**src/rtl/placar_pkg.sv**
```systemverilog
// Shared types and constants for the scoreboard controller: FSM states,
// score width/limit and the display-slot to one-hot enable mapping.
package placar_pkg;

  localparam int SCORE_W = 7;
  localparam logic [SCORE_W-1:0] MAX_PLACAR = 7'd99;

  typedef enum logic [1:0] {
    OCIOSO        = 2'd0,
    APLICA        = 2'd1,
    ESPERA_SOLTAR = 2'd2
  } estado_t;

  // Display enables, one per scan slot
  localparam logic [3:0] DISP_A_DEZ = 4'b0001;
  localparam logic [3:0] DISP_A_UNI = 4'b0010;
  localparam logic [3:0] DISP_B_DEZ = 4'b0100;
  localparam logic [3:0] DISP_B_UNI = 4'b1000;

  function automatic logic [3:0] slot_onehot(input logic [1:0] slot);
    logic [3:0] oh;
    case (slot)
      2'd0:    oh = DISP_A_DEZ;
      2'd1:    oh = DISP_A_UNI;
      2'd2:    oh = DISP_B_DEZ;
      default: oh = DISP_B_UNI;
    endcase
    return oh;
  endfunction

endpackage

```
**src/rtl/placar_scan.sv**
```systemverilog
// Display scan: prescaler, 2-bit slot counter, binary-to-BCD split of both
// scores and registered one-hot enable / BCD digit outputs.
module placar_scan
  import placar_pkg::*;
#(
  parameter int SCAN_DIV = 50000
) (
  input  logic               clock,
  input  logic               reset,
  input  logic [SCORE_W-1:0] i_placar_a,
  input  logic [SCORE_W-1:0] i_placar_b,
  output logic [3:0]         o_escolha,
  output logic [3:0]         o_digito
);

  localparam int PW = (SCAN_DIV > 1) ? $clog2(SCAN_DIV) : 1;
  localparam logic [PW-1:0] PRE_MAX = PW'(SCAN_DIV - 1);

  logic [PW-1:0] r_pre;
  logic [1:0]    r_slot;
  logic [3:0]    r_escolha;
  logic [3:0]    r_digito;

  logic          w_wrap;
  logic [1:0]    w_slot_prox;
  logic [7:0]    w_bcd_a;
  logic [7:0]    w_bcd_b;
  logic [3:0]    w_digito;

  // Scores are at most 99, so nine conditional subtractions of 10 suffice
  function automatic logic [7:0] bin2bcd(input logic [SCORE_W-1:0] v);
    logic [3:0]         dez;
    logic [SCORE_W-1:0] resto;
    dez   = 4'd0;
    resto = v;
    for (int t = 0; t < 9; t++) begin
      if (resto >= 7'd10) begin
        resto = resto - 7'd10;
        dez   = dez + 4'd1;
      end
    end
    return {dez, resto[3:0]};
  endfunction

  // Next slot and the digit that belongs to it
  always_comb begin
    w_wrap      = (r_pre == PRE_MAX);
    w_slot_prox = w_wrap ? r_slot + 2'd1 : r_slot;
    w_bcd_a     = bin2bcd(i_placar_a);
    w_bcd_b     = bin2bcd(i_placar_b);
    case (w_slot_prox)
      2'd0:    w_digito = w_bcd_a[7:4];
      2'd1:    w_digito = w_bcd_a[3:0];
      2'd2:    w_digito = w_bcd_b[7:4];
      default: w_digito = w_bcd_b[3:0];
    endcase
  end

  // Prescaler, slot and registered outputs; outputs are loaded from the
  // next slot so enable and digit change on the same edge as the slot
  always_ff @(posedge clock or posedge reset) begin
    if (reset) begin
      r_pre     <= '0;
      r_slot    <= 2'd0;
      r_escolha <= DISP_A_DEZ;
      r_digito  <= 4'd0;
    end else begin
      r_pre     <= w_wrap ? '0 : r_pre + PW'(1);
      r_slot    <= w_slot_prox;
      r_escolha <= slot_onehot(w_slot_prox);
      r_digito  <= w_digito;
    end
  end

  assign o_escolha = r_escolha;
  assign o_digito  = r_digito;

endmodule

```
**src/rtl/placar_controle.sv**
```systemverilog
// Basketball scoreboard sequencing controller. Owns both team scores,
// converts each button press into one add/subtract, refuses results outside
// 0..99 (buzzer for additions, led for subtractions) and drives the display
// scan. Optional build macro PLACAR_DEBOUNCE_EN inserts a per-button
// debouncer between the synchronizer and the FSM.
module placar_controle
  import placar_pkg::*;
#(
  parameter int SCAN_DIV   = 50000,
  parameter int BUZZ_LEN   = 25000000,
  parameter int DEB_CYCLES = 500000
) (
  input  logic               clock,
  input  logic               reset,
  input  logic [2:0]         cBotoes,
  input  logic               chaveNP,
  input  logic               chaveTime,
  output logic [SCORE_W-1:0] placarA,
  output logic [SCORE_W-1:0] placarB,
  output logic [3:0]         digitoBCD,
  output logic [3:0]         escolhaDisplay,
  output logic               buzzer,
  output logic               led
);

  generate
    if (SCAN_DIV < 1 || BUZZ_LEN < 1 || DEB_CYCLES < 1) begin : g_param_invalid
      $error("placar_controle: SCAN_DIV, BUZZ_LEN and DEB_CYCLES must be >= 1");
    end
  endgenerate

  localparam int BW = $clog2(BUZZ_LEN + 1);

  // Synchronizers
  logic [2:0] r_bot_s1, r_bot_s2;
  logic       r_np_s1, r_np_s2;
  logic       r_time_s1, r_time_s2;

  logic [2:0] w_bot;

  // FSM and latched operation
  estado_t    r_estado, w_estado_prox;
  logic       w_latch, w_aplica;
  logic [1:0] w_delta;
  logic [1:0] r_delta;
  logic       r_op;
  logic       r_time;

  // Datapath
  logic [SCORE_W-1:0] r_placar_a, r_placar_b;
  logic [SCORE_W-1:0] w_sel;
  logic [7:0]         w_soma;
  logic               w_soma_ok;
  logic               w_sub_ok;
  logic [SCORE_W-1:0] w_dif;
  logic               r_led;
  logic [BW-1:0]      r_buzz_cnt;

  // Two-flop synchronizers for buttons and switches
  always_ff @(posedge clock or posedge reset) begin
    if (reset) begin
      r_bot_s1  <= 3'b000;
      r_bot_s2  <= 3'b000;
      r_np_s1   <= 1'b0;
      r_np_s2   <= 1'b0;
      r_time_s1 <= 1'b0;
      r_time_s2 <= 1'b0;
    end else begin
      r_bot_s1  <= cBotoes;
      r_bot_s2  <= r_bot_s1;
      r_np_s1   <= chaveNP;
      r_np_s2   <= r_np_s1;
      r_time_s1 <= chaveTime;
      r_time_s2 <= r_time_s1;
    end
  end

`ifdef PLACAR_DEBOUNCE_EN
  localparam int DW = $clog2(DEB_CYCLES + 1);

  generate
    for (genvar g = 0; g < 3; g++) begin : g_deb
      logic          r_q;
      logic [DW-1:0] r_cnt;

      // Output flips only after DEB_CYCLES consecutive samples at the new level
      always_ff @(posedge clock or posedge reset) begin
        if (reset) begin
          r_q   <= 1'b0;
          r_cnt <= '0;
        end else if (r_bot_s2[g] == r_q) begin
          r_cnt <= '0;
        end else if (r_cnt == DW'(DEB_CYCLES - 1)) begin
          r_q   <= r_bot_s2[g];
          r_cnt <= '0;
        end else begin
          r_cnt <= r_cnt + DW'(1);
        end
      end

      assign w_bot[g] = r_q;
    end
  endgenerate
`else
  assign w_bot = r_bot_s2;
`endif

  // Highest pressed button wins; simultaneous presses count once
  always_comb begin
    if (w_bot[2])      w_delta = 2'd3;
    else if (w_bot[1]) w_delta = 2'd2;
    else               w_delta = 2'd1;
  end

  // FSM state register
  always_ff @(posedge clock or posedge reset) begin
    if (reset) r_estado <= OCIOSO;
    else       r_estado <= w_estado_prox;
  end

  // FSM next state: one APLICA cycle per press, then wait for release
  always_comb begin
    w_estado_prox = r_estado;
    w_latch       = 1'b0;
    w_aplica      = 1'b0;
    case (r_estado)
      OCIOSO: begin
        if (|w_bot) begin
          w_latch       = 1'b1;
          w_estado_prox = APLICA;
        end
      end
      APLICA: begin
        w_aplica      = 1'b1;
        w_estado_prox = ESPERA_SOLTAR;
      end
      ESPERA_SOLTAR: begin
        if (!(|w_bot)) w_estado_prox = OCIOSO;
      end
      default: w_estado_prox = OCIOSO;
    endcase
  end

  // Range checks on the selected score; sum is 8 bits so it cannot wrap
  always_comb begin
    w_sel     = r_time ? r_placar_b : r_placar_a;
    w_soma    = {1'b0, w_sel} + {6'd0, r_delta};
    w_soma_ok = (w_soma <= {1'b0, MAX_PLACAR});
    w_sub_ok  = ({5'd0, r_delta} <= w_sel);
    w_dif     = w_sel - {5'd0, r_delta};
  end

  // Latch the operation at press time and apply it in APLICA
  always_ff @(posedge clock or posedge reset) begin
    if (reset) begin
      r_delta    <= 2'd0;
      r_op       <= 1'b0;
      r_time     <= 1'b0;
      r_placar_a <= '0;
      r_placar_b <= '0;
      r_led      <= 1'b0;
    end else begin
      if (w_latch) begin
        r_delta <= w_delta;
        r_op    <= r_np_s2;
        r_time  <= r_time_s2;
      end
      if (w_aplica) begin
        if (!r_op) begin
          if (w_soma_ok) begin
            if (r_time) r_placar_b <= w_soma[SCORE_W-1:0];
            else        r_placar_a <= w_soma[SCORE_W-1:0];
            r_led <= 1'b0;
          end
        end else begin
          if (w_sub_ok) begin
            if (r_time) r_placar_b <= w_dif;
            else        r_placar_a <= w_dif;
            r_led <= 1'b0;
          end else begin
            r_led <= 1'b1;
          end
        end
      end
    end
  end

  // Buzzer countdown, reloaded by every refused addition
  always_ff @(posedge clock or posedge reset) begin
    if (reset)                               r_buzz_cnt <= '0;
    else if (w_aplica && !r_op && !w_soma_ok) r_buzz_cnt <= BW'(BUZZ_LEN);
    else if (r_buzz_cnt != '0)               r_buzz_cnt <= r_buzz_cnt - BW'(1);
  end

  placar_scan #(
    .SCAN_DIV (SCAN_DIV)
  ) u_scan (
    .clock      (clock),
    .reset      (reset),
    .i_placar_a (r_placar_a),
    .i_placar_b (r_placar_b),
    .o_escolha  (escolhaDisplay),
    .o_digito   (digitoBCD)
  );

  assign placarA = r_placar_a;
  assign placarB = r_placar_b;
  assign buzzer  = (r_buzz_cnt != '0);
  assign led     = r_led;

endmodule

```
**config.mk**
```make
export PLATFORM = sky130hd
export DESIGN_NAME = placar_controle
export DESIGN_NICKNAME = d
export VERILOG_FILES = /design/src/rtl/placar_pkg.sv /design/src/rtl/placar_scan.sv /design/src/rtl/placar_controle.sv
export SDC_FILE = /design/constraint.sdc
export NUM_CORES = 1
export LEC_CHECK = 0
export ABC_AREA = 1
export CORE_UTILIZATION = 26
export CTS_CLUSTER_DIAMETER = 80
export DETAILED_ROUTE_END_ITERATION = 12
export PLACE_DENSITY = 0.5
export SETUP_SLACK_MARGIN = 0.15
export SLEW_MARGIN = 20
export SYNTH_ARGS = -nofsm -noshare
export SYNTH_HDL_FRONTEND = slang
export SYNTH_SLANG_ARGS = --single-unit
```
**constraint.sdc**
```tcl
create_clock -name clock -period 6.95 [get_ports clock]
set_input_delay 0.695 -clock clock [delete_from_list [all_inputs] [get_ports clock]]
set_output_delay 0.695 -clock clock [all_outputs]
set_load 0.01 [all_outputs]
```
Yosys cells after proc, flatten, opt, wreduce, memory -nomap -nowiden
Index checks and enable logic that the tools add are counted. Widths: inputs -> output; s select.

Add/subtract/negate cells: 39. Order comparisons: 20. Equality and inequality tests: 8. Muxes and demuxes: 64. Bitwise logic cells: 1. Reductions and logical operators: 14.

Operator list (count): $mux 7 (27); $ge 7x4->1 const B (18); $sub 7x4->7 const B (16); $mux 4 (18); $add 4x1->4 const B (14); $mux 25 (2); $reduce_bool 25->1 (1); $sub 25x1->25 const B (1); $pmux 4 s3 (2); $add 16x1->16 const B (1); $eq 16x16->1 const B (1); $mux 16 (1); $mux 2 (5); $add 7x2->8 (1); $le 8x7->1 const B (1); $mux 1 (8); $reduce_and 4->1 (2); $sub 4x4->4 const B (2); $le 2x7->1 (1); $sub 7x2->7 (1); $pmux 2 s3 (1); $add 1x1->2 const B (2); $eq 2x1->1 const B (2); $eq 2x2->1 const B (2); other kinds (10) (16).

Bits in registers: 82. Input bits: 7. Output and inout bits: 24. Word-level logic and storage cells: 164.

Logic depth before layout (Yosys ltp)
Gate-level depths: netlist of run 1.

Word-level depth: 19. Depth in mapped cells: 65. Mapped depth without buffers: 65.

Cells and area by module
From an unflattened synthesis of run 1, not the netlist that was laid out.

Cells, all modules: 1284. Area total of the unflattened synthesis: 8433.1 sq um.

Modules (own cells, without submodules): placar_scan (times used 1, cells an instance 887, area each 5330.1 sq um, seq. area each 651.9 sq um); placar_controle (times used 1, cells an instance 397, area each 3103.0 sq um, seq. area each 1401.3 sq um).

Least setup slack after synthesis of run 1
No wires, ideal clock.

Path kind: reg2reg. Start point: reg r_placar_b[1] (netlist: placarB[1]). End point: reg u_scan.r_digito[3] (netlist: u_scan.o_digito[3]). Library setup time: 0.122 ns. Arrival: 6.040 ns. Data required time: 6.828 ns. Setup slack: 0.789 ns. Stages on the path, launching flop included: 60. Path buffers: 2. Period minus slack after synthesis: 6.161 ns. Cell sequence: dfrtp_1 -> inv_1 -> ha_1 -> inv_1 -> a21oi_2 -> nand3_4 -> nand2_2 -> nand2_2 -> nor2_1 -> nand3_1 -> nand3b_1 -> nand3_4 -> nand3_4 -> nand2_8 -> nand2_4 -> inv_2 -> nor2_4 -> nand3_4 -> (+24 left out) -> nor2_1 -> nand3_1 -> nand2_1 -> nor2_4 -> nand3_4 -> nand2_1 -> nand2_1 -> inv_1 -> ha_1 -> inv_1 -> nand3_1 -> nand2_1 -> inv_2 -> nand2_4 -> nand2_1 -> nand2_1 -> nand2_1 -> nand3_2.

Cells in the longest elaborated chain, start to end: 19. Elaborated cells between the ends (all ways): 45. Those cells by class: 17 x add/sub; 9 x order compare; 19 x mux.

Ends and longest elaborated chain: from (decl) (RTL line placar_controle.sv:50) `logic [SCORE_W-1:0] r_placar_a, r_placar_b;`; from (signal assigned) (RTL line placar_controle.sv:171) `if (r_time) r_placar_b <= w_soma[SCORE_W-1:0];`; from (signal assigned) (RTL line placar_controle.sv:177) `if (r_time) r_placar_b <= w_dif;`; $sub 7x4->7 or $ge 7x4->1 (tied branches) (RTL line placar_scan.sv:38, placar_scan.sv:37); $mux 7 or $mux 1 (tied branches) (RTL line placar_scan.sv:37) `if (resto >= 7'd10) begin`; $sub 7x4->7, or another cell as far along (RTL line placar_scan.sv:38) `resto = resto - 7'd10;`; $mux 7 or $mux 4 (tied branches) (RTL line placar_scan.sv:37); $sub 7x4->7, or another cell as far along (RTL line placar_scan.sv:38); $mux 7 or $mux 4 (tied branches) (RTL line placar_scan.sv:37); $sub 7x4->7, or another cell as far along (RTL line placar_scan.sv:38); $mux 7 or $mux 4 (tied branches) (RTL line placar_scan.sv:37); (+4 left out); $sub 7x4->7, or another cell as far along (RTL line placar_scan.sv:38); $mux 7 or $mux 4 (tied branches) (RTL line placar_scan.sv:37); $sub 7x4->7, or another cell as far along (RTL line placar_scan.sv:38); $mux 7 or $mux 4 (tied branches) (RTL line placar_scan.sv:37); $ge 7x4->1, or another cell as far along (RTL line placar_scan.sv:37); $mux 4 (RTL line placar_scan.sv:37); $pmux 4 s3 * (RTL line placar_scan.sv:51) `case (w_slot_prox)`; named net u_scan.w_digito[3] (RTL line placar_scan.sv:28) `logic [3:0] w_digito;`; to (signal assigned) (RTL line placar_scan.sv:71) `r_digito <= w_digito;`; to (decl) (RTL line placar_scan.sv:22) `logic [3:0] r_digito;`.

The timed path passes the listed nets; every way through them passes the cells marked *. A chain may end at the register's enable or synchronous reset.

Worst setup path in the final report of run 1
Same ends and word-level chain as after synthesis.

==> results of run 1 <==
[synth_stat cells (5+ instances only)]
| library cell | instances | share of area [%] |
|---|---|---|
| a211oi_1 | 5 | 0.45 |
| a21oi_1 | 25 | 1.5 |
| a21oi_2 | 5 | 0.53 |
| dfrtp_1 | 81 | 24 |
| ha_1 | 31 | 4.7 |
| inv_1 | 191 | 8.6 |
| inv_2 | 34 | 1.5 |
| nand2_1 | 324 | 15 |
| nand2_2 | 48 | 3.6 |
| nand2_4 | 28 | 3.8 |
| nand3_1 | 111 | 6.7 |
| nand3_2 | 13 | 1.6 |
| nand3_4 | 11 | 2.3 |
| nand4_1 | 41 | 3.1 |
| nor2_1 | 95 | 4.3 |
| nor2_2 | 10 | 0.75 |
| nor2_4 | 8 | 1.1 |
| nor3_1 | 21 | 1.3 |
| o21a_1 | 5 | 0.45 |
| o21ai_0 | 49 | 3.0 |
| o21ai_1 | 5 | 0.30 |
| xnor2_1 | 9 | 0.95 |
| xor2_1 | 29 | 3.1 |
[area by class of cell]
class                   instances  area share (%)
multi-input cells             923            56.0
flip-flops and latches         82            20.5
inverters                     229            8.64
repair buffers                 83            7.08
well taps                     402            5.02
clock buffers                  10            2.28
clock inverters                 6           0.499
[cell families after synthesis]
group / share of synthesized area [%]
and+or+nand+nor: 45.4
buffers and inverters: 11.1
DFF: 24.7
AOI/OAI and AO/OA: 9.19
adders and majority gates: 5.15
muxes: 0.241
xor gates and xnor gates: 4.20
[path summary, 6_finish.rpt]
kind / to / cells after the start
worst max-delay path: u_scan.o_digito[3] / 54
worst min-delay path: r_bot_s2[2] / 0
worst max register to register: u_scan.o_digito[3] / 54
worst min register to register: r_bot_s2[2] / 0
max in group asynchronous: placarA[1] / 3
min in group asynchronous: r_bot_s1[0] / 2
[through the flow]
stage / hold WS [ns] / worst slack, ns
6_report: 0.350 / 0.578
2_1_floorplan: 0.331 / 0.789
5_1_grt: 0.356 / -0.0126
4_1_cts: 0.354 / 0.154
3_3_place_gp: 0.336 / 0.226
3_5_place_dp: 0.335 / -0.0000653
[state kept, by name, indices dropped and copies added, names as in the netlist, 3 cells and up]
register	flops
r_bot_s2	3
u_scan.r_pre	16
r_buzz_cnt	25
u_scan.o_digito	4
u_scan.o_escolha	4
placarA	7
r_bot_s1	3
placarB	7
[layer usage]
layer  share of wire, %  vias to the layer above  GRT usage (%)
met1                 51                     3487           16.2
li1                   -                     4143              -
met4               0.61                        0           1.71
met3                2.2                       12           1.94
met5                  0                        -              0
met2                 46                       62           19.6
[worst register-to-register path: cells and delay by family (launching register included)]
family / cells / cell delay (ns)
adders and majority gates: 4 / 0.64
AOI/OAI and AO/OA: 2 / 0.43
and+or+nand+nor: 38 / 4.04
buffers and inverters: 10 / 0.71
DFF: 1 / 0.43
[repair_timing]
action / 4_1_cts / 5_1_grt
pin swaps: 2 / 44
endpoints found under the setup margin: 4 / 4
setup buffers: 0 / 49
gates resized for setup: 4 / 67
==> out/summary.txt, run 1 <==
critical-path maximum fanout = 7
Final Hold Fails = 0
Area Growth Syn to Fin = 20.7%
# setup viols final = 0
Worst-Skew Late Latency = 0.35 ns
Post-Syn Instances = 1,243
grt total ovfl = 0
RR Startpoint = placarB[1]
Peak Freq = 157 MHz
min cycle time layout = 6.37 ns
Post-synth EDFFs = 0
Post-Syn Area = 8300 µm²
CP bufs+invs = 10
Setup CP Type = reg -> reg
clock buffer depth = 2
Slew Viols, Final = 0
Clock Skews = 0.0136 ns
die height = 181 µm
area of the multi-input gates = 5610 µm²
number of detailed-route iterations in the first pass = 4
Initial DRC Count = 350
Setup TNS = 0 ns
Vias = 7,704
FILL cells = 3,365
Die Wd = 181 µm
IO Count = 31
Seq/Total Area, Yosys = 24.7%
Root Buffer = clkbuf_16
number of global-route vias before repair = 7,010
Top delay family on crit path = simple AND/OR/NAND/NOR gates
port bufs = 30
Tcrit/Tclk final = 91.7%
Starting Density = 26.4%
Arrival @ worst endpoint = 6.60 ns
post-DR wirelength/cell = 11.1 µm
nets@finish = 1,368
Core Area = 31,500 µm²
Placed Cells = 1,670
status = complete, no violations
Die Area = 32,700 µm²
Syn. warnings = 0
FF+latch area = 2060 µm²
flops & latches, synth = 82
RePlAce Congestion = 0.810
initial antenna violation count = 0
final wirelength = 19.3 mm
crit path from = placarB[1]
H-tree depth = 3
ys flop type = dfrtp_1
CTS Buf Count = 9
WP data required = 7.18 ns
# rows = 65
CTS tree = done
CP Launch Type = register
# DRC = 0
register-to-register setup slack = 0.58 ns
delay of the slowest critical-path stage = 0.43 ns
final instance area = 10,000 µm²
Worst setup EP type = register
synth unique cells = 55
Slew headroom = 41.6%
Routed Antenna Nets = 0
Core Util, Final = 31.8%
post-detailed-route via-to-cell ratio = 4.44
most common cell after layout, fill and taps aside = nand2_1
commonest non-fill, non-tap cells in the layout = nand2_1 (308), inv_1 (186), nand3_1 (105), nor2_1 (91), dfrtp_1 (79)
Max-Cap Viols = 0
dpl cell area = 9080 µm²
hold buffers post-CTS = 0
fin cells = 1,735
dpl hpwl = 15.0 mm
CTS sink count = 82
Worst-Margin Slew = 0.873 ns
Hold Path Class = reg -> reg
crit path max-delay cell type = dfrtp_2
first-pass GRT wire length = 32.6 mm
Worst Hold Launch = r_bot_s1[2]
mean area per synthesized cell = 6.68 µm²
layout cells sized above 1 = 21.2%
total track usage = 11.7%
Ant. Diodes = 0
Synthesized Nets = 1,283
Synth async-reset ratio = 100%
maximum number of pins on one net before global-route repair = 67
Worst-path clk slew = 0.07 ns
Power of run 1 is not shown: default switching activity piles up to over one toggle a cycle in this logic, so the estimate is an artifact.
==> run 2, diff against run 1 <==
REMOVE_ABC_BUFFERS = 1   (was unset)
clock period = 7.3 ns   (was 6.95 ns; I/O delays follow)
==> run 2 against run 1 <==
Against the previous run:
- via count shrank 2.4%
- utilization shrank 1.6 points
- first-iteration DRC count grew 21%
- wire length shrank 3.4%
==> out/summary.txt, run 2 (synthesized netlist as in run 1, its figures left out) <==
# setup viols final = 0
Worst setup EP type = register
Vias = 7,516
Arrival @ worst endpoint = 6.75 ns
Worst-path clk slew = 0.06 ns
# rows = 65
dpl hpwl = 14.9 mm
most frequent CP cell = nand2_1
CTS Buf Count = 9
Slew headroom = 43.4%
min cycle time layout = 6.52 ns
number of global-route vias before repair = 7,159
post-detailed-route via-to-cell ratio = 4.43
Slew Viols, Final = 0
Clock Skews = 0.0122 ns
CTS sink count = 82
commonest non-fill, non-tap cells in the layout = nand2_1 (323), inv_1 (188), nand3_1 (110), nor2_1 (92), dfrtp_1 (80)
Peak Freq = 153 MHz
most common cell after layout, fill and taps aside = nand2_1
register-to-register setup slack = 0.78 ns
Setup TNS = 0 ns
WP data required = 7.53 ns
Routed Antenna Nets = 0
Top reg by flops = r_buzz_cnt
status = complete, no violations
total track usage = 11.8%
Max-Cap Viols = 0
Worst-Skew Late Latency = 0.35 ns
IO Count = 31
maximum number of pins on one net before global-route repair = 56
critical-path maximum fanout = 9
Root Buffer = clkbuf_16
hold buffers post-CTS = 0
post-DR wirelength/cell = 11.0 µm
final wirelength = 18.6 mm
port bufs = 30
CP Launch Type = register
CP bufs+invs = 11
Core Area = 31,500 µm²
RSZ-0062 raised after global routing = no
Ant. Diodes = 0
Top delay family on crit path = simple AND/OR/NAND/NOR gates
RePlAce Congestion = 0.817
Die Wd = 181 µm
Area Growth Syn to Fin = 14.7%
max reg flops = 25
H-tree depth = 3
grt total ovfl = 0
clock buffer depth = 2
initial antenna violation count = 0
Worst-Margin Slew = 0.846 ns
# DRC = 0
CTS tree = done
number of detailed-route iterations in the first pass = 5
Regs by FF count = r_buzz_cnt: 25 flops, u_scan.r_pre: 16 flops
Starting Density = 26.4%
Tcrit/Tclk final = 89.4%
Final Hold Fails = 0
Die Area = 32,700 µm²
nets@finish = 1,329
Initial DRC Count = 425
delay of the slowest critical-path stage = 0.43 ns
layout cells sized above 1 = 16.5%
Hold Path Class = reg -> reg
Setup CP Type = reg -> reg
die height = 181 µm
first-pass GRT wire length = 32.6 mm
crit path max-delay cell type = dfrtp_2
-- run 2: cell count changes in the layout (fill, tap and decap cells not counted), moves of 5 or more --
| cell | before | now |
|---|---|---|
| nand2_1 | 308 | 323 |
| nand3_1 | 105 | 110 |
| nand2_4 | 37 | 29 |
| buf_4 | 50 | 14 |
| nand2_2 | 52 | 47 |
-- run 2: worst reg2reg max path: cells and delay by family, from the launching register on --
kind,cells,cell delay [ns]
AND/OR/NAND/NOR,41,4.10
flip-flops,1,0.43
buffers and inverters,11,0.94
AO/OA/AOI/OAI,2,0.32
adder cells (fa/ha/maj),4,0.68
-- run 2: what timing repair did --
action                                  4_1_cts  5_1_grt
endpoints found under the setup margin        0        4
resized for setup                             0       15
setup buffers                                 0       11
-- run 2: per-stage QoR --
stage	utilization, %	instance area (µm²)	setup WS, ns	cells	hold WS (ns)
global placement	28.8	9070	0.532	1669	0.335
detailed placement	28.8	9070	0.237	1669	0.339
global route	30.3	9520	0.0536	1696	0.371
floorplan	-	8250	1.02	1234	0.331
CTS	29.8	9380	0.201	1685	0.355
finish	30.3	9520	0.777	1696	0.354
-- run 2: path summary, 6_finish.rpt --
path / startpoint / end / cells after the start
setup / recovery: placarB[1] / u_scan.o_digito[3] / 58
hold / removal: r_bot_s1[0] / r_bot_s2[0] / 0
setup reg to reg: placarB[1] / u_scan.o_digito[3] / 58
hold reg to reg: r_bot_s1[0] / r_bot_s2[0] / 0
max in group asynchronous: reset / placarB[1] / 3
min in group asynchronous: reset / r_buzz_cnt[7] / 2
-- run 2: area by class of cell --
cell class	instances	area, µm²
well taps	402	503
multi-input cells	923	5390
repair buffers	44	405
fillers	3409	22000
flip-flops and latches	82	2050
clock buffers	10	239
clock inverters	6	70.1
inverters	229	863
-- run 2: metal layers --
layer | part of all wire [%] | GRT usage (%) | vias up
met5 | 0 | 0 | -
met4 | 1.0 | 2.50 | 0
met3 | 2.5 | 1.77 | 17
met2 | 45 | 19.5 | 62
met1 | 52 | 16.2 | 3372
li1 | - | - | 4065
Power of run 2 is left out for the same reason.
==> run 3, diff against run 2 <==
CORE_ASPECT_RATIO = 1.5   (was unset)
==> run 3 against run 2 <==
Against the previous run:
- flip-flop and latch count did not move
- final cell count rose by 0.41%
- critical path depth did not move
- clock-buffer cell count fell by 1
- setup slack improved by 0.022 ns
- global-route usage rose by 0.67 points
- critical endpoint unchanged
- highest routed layer unchanged
==> out/summary.txt, run 3 (synthesized netlist as in run 1, its figures left out) <==
# rows = 79
Hold Path Class = reg -> reg
die height = 221 µm
Worst-Margin Slew = 0.761 ns
WHS Path Cells = 0
CTS sink count = 82
status = complete, no violations
number of detailed-route iterations in the first pass = 6
hold buffers post-CTS = 0
critical-path maximum fanout = 10
IO Count = 31
Vias = 7,635
WP data required = 7.53 ns
first-pass GRT wire length = 34.1 mm
Worst-Skew Late Latency = 0.34 ns
clock buffer depth = 2
total track usage = 12.5%
Top reg by flops = r_buzz_cnt
port bufs = 30
Setup TNS = 0 ns
most common cell after layout, fill and taps aside = nand2_1
Routed Antenna Nets = 0
delay of the slowest critical-path stage = 0.42 ns
nets@finish = 1,333
initial antenna violation count = 0
Arrival @ worst endpoint = 6.73 ns
R2R cell count = 58
max reg flops = 25
RSZ-0062 raised after global routing = no
Worst-path clk slew = 0.07 ns
# DRC = 0
H-tree depth = 3
Max-Cap Viols = 0
number of global-route vias before repair = 7,545
fin cells = 1,703
Final Hold Fails = 0
PnR worst setup slack = 0.799 ns
Die Area = 32,700 µm²
min cycle time layout = 6.50 ns
post-DR wirelength/cell = 11.3 µm
Tcrit/Tclk final = 89.1%
Slew headroom = 49.1%
CTS Buf Count = 9
Slew Viols, Final = 0
RePlAce Congestion = 0.837
Area Growth Syn to Fin = 15.0%
Root Buffer = clkbuf_16
Regs by FF count = r_buzz_cnt: 25 flops, u_scan.r_pre: 16 flops
maximum number of pins on one net before global-route repair = 78
Peak Freq = 154 MHz
Core Area = 31,200 µm²
crit path max-delay cell type = dfrtp_1
layout cells sized above 1 = 16.6%
CTS tree = done
grt total ovfl = 0
dpl ws = 0.286 ns
dpl hpwl = 15.6 mm
Setup CP Type = reg -> reg
Ant. Diodes = 0
Die Wd = 148 µm
CP Launch Type = register
commonest non-fill, non-tap cells in the layout = nand2_1 (321), inv_1 (188), nand3_1 (110), nor2_1 (95), dfrtp_1 (81)
Worst setup EP type = register
Initial DRC Count = 320
Clock Skews = 0.00571 ns
Starting Density = 26.6%
post-detailed-route via-to-cell ratio = 4.48
most frequent CP cell = nand2_1
final wirelength = 19.3 mm
Placed Cells = 1,672
# setup viols final = 0
==> run 3: cell types whose count changed in the layout (fill, tap and decap cells not counted), sizes merged <==
cell and delta:
clkbuf -1, buf +4, clkinvlp +1
==> run 3: cell type report <==
type                    instances  area [µm²]
well taps                     405         507
clock inverters                 7        86.3
multi-input cells             923        5380
fillers                      3494       21700
clock buffers                   9         225
repair buffers                 48         439
flip-flops and latches         82        2050
inverters                     229         863
==> run 3: what timing repair did <==
action / in CTS / in global routing
setup endpoints to repair: 0 / 4
buffers inserted: 0 / 15
gates resized for setup: 0 / 11
==> run 3: final timing paths <==
| kind | slack, ns | start | to |
|---|---|---|---|
| max | 0.80 | placarB[1] | u_scan.o_digito[3] |
| min | 0.35 | r_np_s1 | r_np_s2 |
| max reg2reg | 0.80 | placarB[1] | u_scan.o_digito[3] |
| min reg2reg | 0.35 | r_np_s1 | r_np_s2 |
| max in group asynchronous | 5.83 | reset | u_scan.r_pre[9] |
| min in group asynchronous | 0.57 | reset | r_time_s1 |
==> run 3: per-layer routing <==
| metal | part of all wire [%] | up-vias | routed length (µm) | track usage [%] |
|---|---|---|---|---|
| li1 | - | 4070 | - | - |
| met4 | 1.6 | 0 | 313 | 3.66 |
| met1 | 44 | 3469 | 8510 | 14.3 |
| met2 | 52 | 77 | 10000 | 23.5 |
| met5 | 0 | - | 0 | 0 |
| met3 | 2.4 | 19 | 466 | 1.77 |
==> run 3: critical path: cells and delay by family (launching register included) <==
| family | cells | cell delay, ns |
|---|---|---|
| flip-flops | 1 | 0.42 |
| AO/OA/AOI/OAI | 2 | 0.38 |
| adder cells (fa/ha/maj) | 4 | 0.64 |
| AND/OR/NAND/NOR | 42 | 4.13 |
| buffers and inverters | 10 | 0.80 |
==> run 3: stage by stage <==
stage               util, %  instance area, µm²  hold slack [ns]
global placement       29.1                9080            0.336
global route           30.6                9550            0.370
floorplan                 -                8250            0.331
detailed placement     29.1                9080            0.336
finish                 30.6                9550            0.350
CTS                    30.1                9390            0.352
Power of run 3 is left out for the same reason.
